$ cat src/rtl/regfile_pkg.sv
// regfile_pkg: shared constants for the register-file write-port arbiter.
//   DATA_W / ADDR_W / NREG : datapath and register-index sizing
//   REQ_ALU / REQ_LOAD     : requester indices (0 = ALU writeback, 1 = load/external)
package regfile_pkg;
  localparam int DATA_W   = 32;
  localparam int ADDR_W   = 2;
  localparam int NREG     = 1 << ADDR_W;
  localparam int REQ_ALU  = 0;
  localparam int REQ_LOAD = 1;
endpackage

$ cat src/rtl/rr_arbiter2.sv
// rr_arbiter2: 2-way round-robin grant with hold and a last-granted register.
//   clk, reset (async, active-low), hold : control
//   req[1:0]  : requests, index REQ_ALU / REQ_LOAD
//   gnt[1:0]  : combinational one-hot (or zero) grant
//   last_gnt  : index of the most recently granted requester
module rr_arbiter2
  import regfile_pkg::*;
(
  input  logic       clk,
  input  logic       reset,
  input  logic       hold,
  input  logic [1:0] req,
  output logic [1:0] gnt,
  output logic       last_gnt
);
  logic last_gnt_q, last_gnt_d;
  logic en;
  // Under contention the requester that did not win last time takes the grant.
  always_comb begin
    en             = reset & ~hold;
    gnt            = '0;
    gnt[REQ_ALU]   = en & req[REQ_ALU]  & (~req[REQ_LOAD] |  last_gnt_q);
    gnt[REQ_LOAD]  = en & req[REQ_LOAD] & (~req[REQ_ALU]  | ~last_gnt_q);
    last_gnt_d     = gnt[REQ_ALU] ? 1'b0 : gnt[REQ_LOAD] ? 1'b1 : last_gnt_q;
  end
  always_ff @(posedge clk or negedge reset)
    if (!reset) last_gnt_q <= 1'b1;
    else        last_gnt_q <= last_gnt_d;
  assign last_gnt = last_gnt_q;
endmodule

$ cat src/rtl/regfile_wr_arbiter.sv
// regfile_wr_arbiter: shares the register-file write port between two writeback requesters.
//   clk, reset (async, active-low), hold   : control
//   req0/addr0/data0 -> gnt0               : ALU writeback requester
//   req1/addr1/data1 -> gnt1               : load/external writeback requester
//   rf_write_reg/rf_write_data/rf_reg_write: registered issue stage to the register file
//   wr_pending                             : one-hot of the register being written
//   last_gnt                               : most recently granted requester
module regfile_wr_arbiter #(
  parameter int DATA_W = regfile_pkg::DATA_W,
  parameter int ADDR_W = regfile_pkg::ADDR_W
) (
  input  logic                   clk,
  input  logic                   reset,
  input  logic                   hold,
  input  logic                   req0,
  input  logic [ADDR_W-1:0]      addr0,
  input  logic [DATA_W-1:0]      data0,
  output logic                   gnt0,
  input  logic                   req1,
  input  logic [ADDR_W-1:0]      addr1,
  input  logic [DATA_W-1:0]      data1,
  output logic                   gnt1,
  output logic [ADDR_W-1:0]      rf_write_reg,
  output logic [DATA_W-1:0]      rf_write_data,
  output logic                   rf_reg_write,
  output logic [(1<<ADDR_W)-1:0] wr_pending,
  output logic                   last_gnt
);
  import regfile_pkg::*;
  localparam int NREG = 1 << ADDR_W;
  logic [1:0]        gnt;
  logic [ADDR_W-1:0] rf_write_reg_q, rf_write_reg_d;
  logic [DATA_W-1:0] rf_write_data_q, rf_write_data_d;
  logic              rf_reg_write_q, rf_reg_write_d;
  rr_arbiter2 u_arb (
    .clk      (clk),
    .reset    (reset),
    .hold     (hold),
    .req      ({req1, req0}),
    .gnt      (gnt),
    .last_gnt (last_gnt)
  );
  assign gnt0 = gnt[REQ_ALU];
  assign gnt1 = gnt[REQ_LOAD];
  // Address/data only follow the granted port, so an idle port's X never propagates.
  always_comb begin
    rf_reg_write_d  = gnt0 | gnt1;
    rf_write_reg_d  = gnt1 ? addr1 : gnt0 ? addr0 : rf_write_reg_q;
    rf_write_data_d = gnt1 ? data1 : gnt0 ? data0 : rf_write_data_q;
  end
  always_ff @(posedge clk or negedge reset)
    if (!reset) begin
      rf_reg_write_q  <= 1'b0;
      rf_write_reg_q  <= '0;
      rf_write_data_q <= '0;
    end else begin
      rf_reg_write_q  <= rf_reg_write_d;
      rf_write_reg_q  <= rf_write_reg_d;
      rf_write_data_q <= rf_write_data_d;
    end
  assign rf_reg_write  = rf_reg_write_q;
  assign rf_write_reg  = rf_write_reg_q;
  assign rf_write_data = rf_write_data_q;
  assign wr_pending    = rf_reg_write_q ? NREG'(1) << rf_write_reg_q : '0;
endmodule

$ cat config.mk
export PLATFORM = sky130hd
export DESIGN_NAME = regfile_wr_arbiter
export DESIGN_NICKNAME = d
export VERILOG_FILES = /design/src/rtl/regfile_pkg.sv /design/src/rtl/rr_arbiter2.sv /design/src/rtl/regfile_wr_arbiter.sv
export SDC_FILE = /design/constraint.sdc
export NUM_CORES = 1
export LEC_CHECK = 0
export BUFFER_PORTS_ARGS = -buffer_cell sky130_fd_sc_hd__buf_2
export CAP_MARGIN = 25
export CORE_AREA = 8 8 78 80
export DETAILED_ROUTE_END_ITERATION = 10
export DIE_AREA = 0 0 86 88
export PLACE_DENSITY = 0.74
export SLEW_MARGIN = 10
export SYNTH_ARGS = -nofsm -noshare
export SYNTH_HDL_FRONTEND = slang
export SYNTH_SLANG_ARGS = --single-unit
$ cat constraint.sdc
create_clock -name clk -period 1.8 [get_ports clk]
set_input_delay 0 -clock clk [delete_from_list [all_inputs] [get_ports clk]]
set_output_delay 0 -clock clk [all_outputs]
set_load 0.05 [all_outputs]
==> results_dict.tcl <==
set metrics [dict create \
    crit_family "buffers and inverters" \
    hold_viol_final 0 \
    dp_slack_ps 391 \
    drc 0 \
    drive_above_1_share_pct 48.3 \
    path_common_cell "buf_2" \
    yosys_warnings 0 \
    crit_chain "dlygate4sd3_1 > buf_2 > nor2b_4 > nand3_4 > inv_1 > buf_2" \
    cts_made_buffers 5 \
    post_drt_wl_per_cell_um 18.3 \
    drt_iter0_drc 65 \
    worstMarginPinSlew_ps 460 \
    seq_area_frac_synth_pct 43.8 \
    ioPinCount 115 \
    coreArea_um2 4910 \
    ff_latch_area_um2 902 \
    clockBufferDepth 2 \
    synth_edf_count 0 \
    fin_ws_ps 150 \
    routed_via_density 5.55 \
    critPathBufInv 4 \
    finalNonFillerCells 360 \
    largest_register_ffs 32 \
    grt_pass1_wl_um 10400 \
    die_area_um2 7570 \
    p_per_area_nw_per_um2 1020 \
    routed_wl_um 6580 \
    clock_sinks 36 \
    syn_to_final_growth_pct 34.7 \
    path_clk_slew_ps 70 \
    cap_violations 0 \
    finClkSkew_ps 3.66 \
    drt_pre_antenna_iters 4 \
    max_freq_mhz 606 \
    worst_hold_slack_ps 78.5 \
    synth_cell_types 22 \
    slew_headroom_pct 69.3 \
    synth_area_um2 2060 \
    cts_setup_buffers 0 \
    synth_common_cells "dfrtp_1, nor3b_1, a221o_1, and4_1, buf_2" \
    overflow 0 \
    dp.cells 350 \
    status "completed" \
    num_vias 1997 \
    ys_async_sr_fraction_pct 100 \
    crit_type "in2out" \
    portBuffers 114 \
    dp_hpwl_um 4690 \
    crit_path_max_incr_delay_ps 520 \
    insertedDiodeCount 0 \
    start_kind "input port" \
    n_fill_cell 448 \
    cp.required_ps 1800 \
    yosysTopAreaCell "dfrtp_1" \
    min_path_type "in2reg" \
    syn-num-nets 252 \
    cp-end-kind "output pin" \
    synth-seq-cells 36 \
    critPathMaxFanout 18 \
    rows 26 \
    setup_viol 0 \
    root_buffer "clkbuf_8" \
    synthFlopType "dfrtp_1" \
    period_share_pct 91.7 \
    grt_pass1_vias 2084 \
    synth_area_leaders "dfrtp_1, a221o_1, and4_1" \
    drv_slew 0 \
    routabilityCongestion 0.780 \
    grtUsageTotal_pct 17.0 \
    die-height_um 88 \
    grt_max_degree 37 \
    p_leak_nw 1.34 \
    cts_tree "yes" \
    avgSynthCellArea_um2 11.5 \
    antenna_found_initial 0 \
    ir_drop_mv 0.463 \
    cp_slowest_cell "dlygate4sd3_1" \
    critPathArrivalTime_ps 1650 \
    rsz0062_at_grt "no" \
    ant_nets 0 \
    worstSkewPairLatency_ps 280 \
    die_x_um 86 \
    min_period_ps 1650 \
    cts_max_level 2 \
    synth_top_area_share_pct 42.6 \
    multi_input_area_um2 1020 \
    start_util_pct 41.9 \
    syn_inst 179 \
    final_nets 362 \
    power_mw 2.81 \
]
report_power, final:
group          internal (mW)  switching [mW]
registers              0.967           0.101
logic                  0.349           0.852
clock network          0.272           0.274
metrics by stage:
stage | setup TNS [ps] | area [um^2] | utilization (%)
4_1_cts | 0 | 2750 | 56.1
3_3_place_gp | 0 | 2660 | 54.2
6_report | 0 | 2770 | 56.4
5_1_grt | 0 | 2770 | 56.4
3_5_place_dp | 0 | 2660 | 54.2
2_1_floorplan | -18.3 | 2070 | -
worst reg2reg max path, stage by stage (launching register included):
cell,delay [ps]
dfstp_2,550
nand2_2,110
buf_4,210
and4_1,200
a221o_1,270
placed cells by master, fill, tap and decap left out:
cell,instances
and4_1,34
nor3b_2,1
clkbuf_8,5
dfrtp_1,35
buf_4,11
buf_2,114
clkinv_2,1
nand2_2,1
a211oi_2,1
nand2b_1,1
inv_1,4
and3b_1,1
dfstp_2,1
o21ai_0,1
clkbuf_1,2
nor2_1,1
and3_1,1
nor2b_4,1
nand2_1,1
nand3_4,2
a221o_1,34
o21ai_2,1
dlygate4sd3_1,1
nor2_2,1
nor3b_1,34
cells by family after synthesis:
| group | synth area share, % |
|---|---|
| flops | 43.8 |
| buf+inv | 7.84 |
| simple gates | 30.8 |
| compound gates | 17.6 |
layout make-up:
type | count | area share (%)
sequential | 36 | 32.6
clock inverter | 1 | 0.181
timing repair buffer | 126 | 23.9
multi-input combinational | 116 | 36.9
clock buffer | 7 | 2.75
inverter | 4 | 0.542
tap | 70 | 3.16
repair_timing:
action                                 CTS  global route
endpoints found under the hold margin   35             0
setup endpoints to repair                0             1
hold buffers                             1             0
resized for setup                        0             1
final timing paths:
kind                             startpoint           endpoint  slack (ps)  cells after the start
setup / recovery                      reset               gnt1         150                      6
hold / removal                    data1[25]  rf_write_data[25]          80                      3
setup reg to reg             u_arb.last_gnt   rf_write_data[8]         350                      4
hold reg to reg            rf_write_data[0]   rf_write_data[0]         510                      1
max in group asynchronous             reset     u_arb.last_gnt        1130                      3
min in group asynchronous             reset   rf_write_data[9]         330                      3
routing by layer:
layer | track usage, % | wire (um) | vias up
met1 | 21.1 | 2840 | 964
met2 | 27.8 | 3150 | 80
met3 | 6.29 | 582 | 2
li1 | - | - | 951
met4 | 3.03 | 10 | 0
met5 | 0 | 0 | -
(Power assumes the default switching activity.)
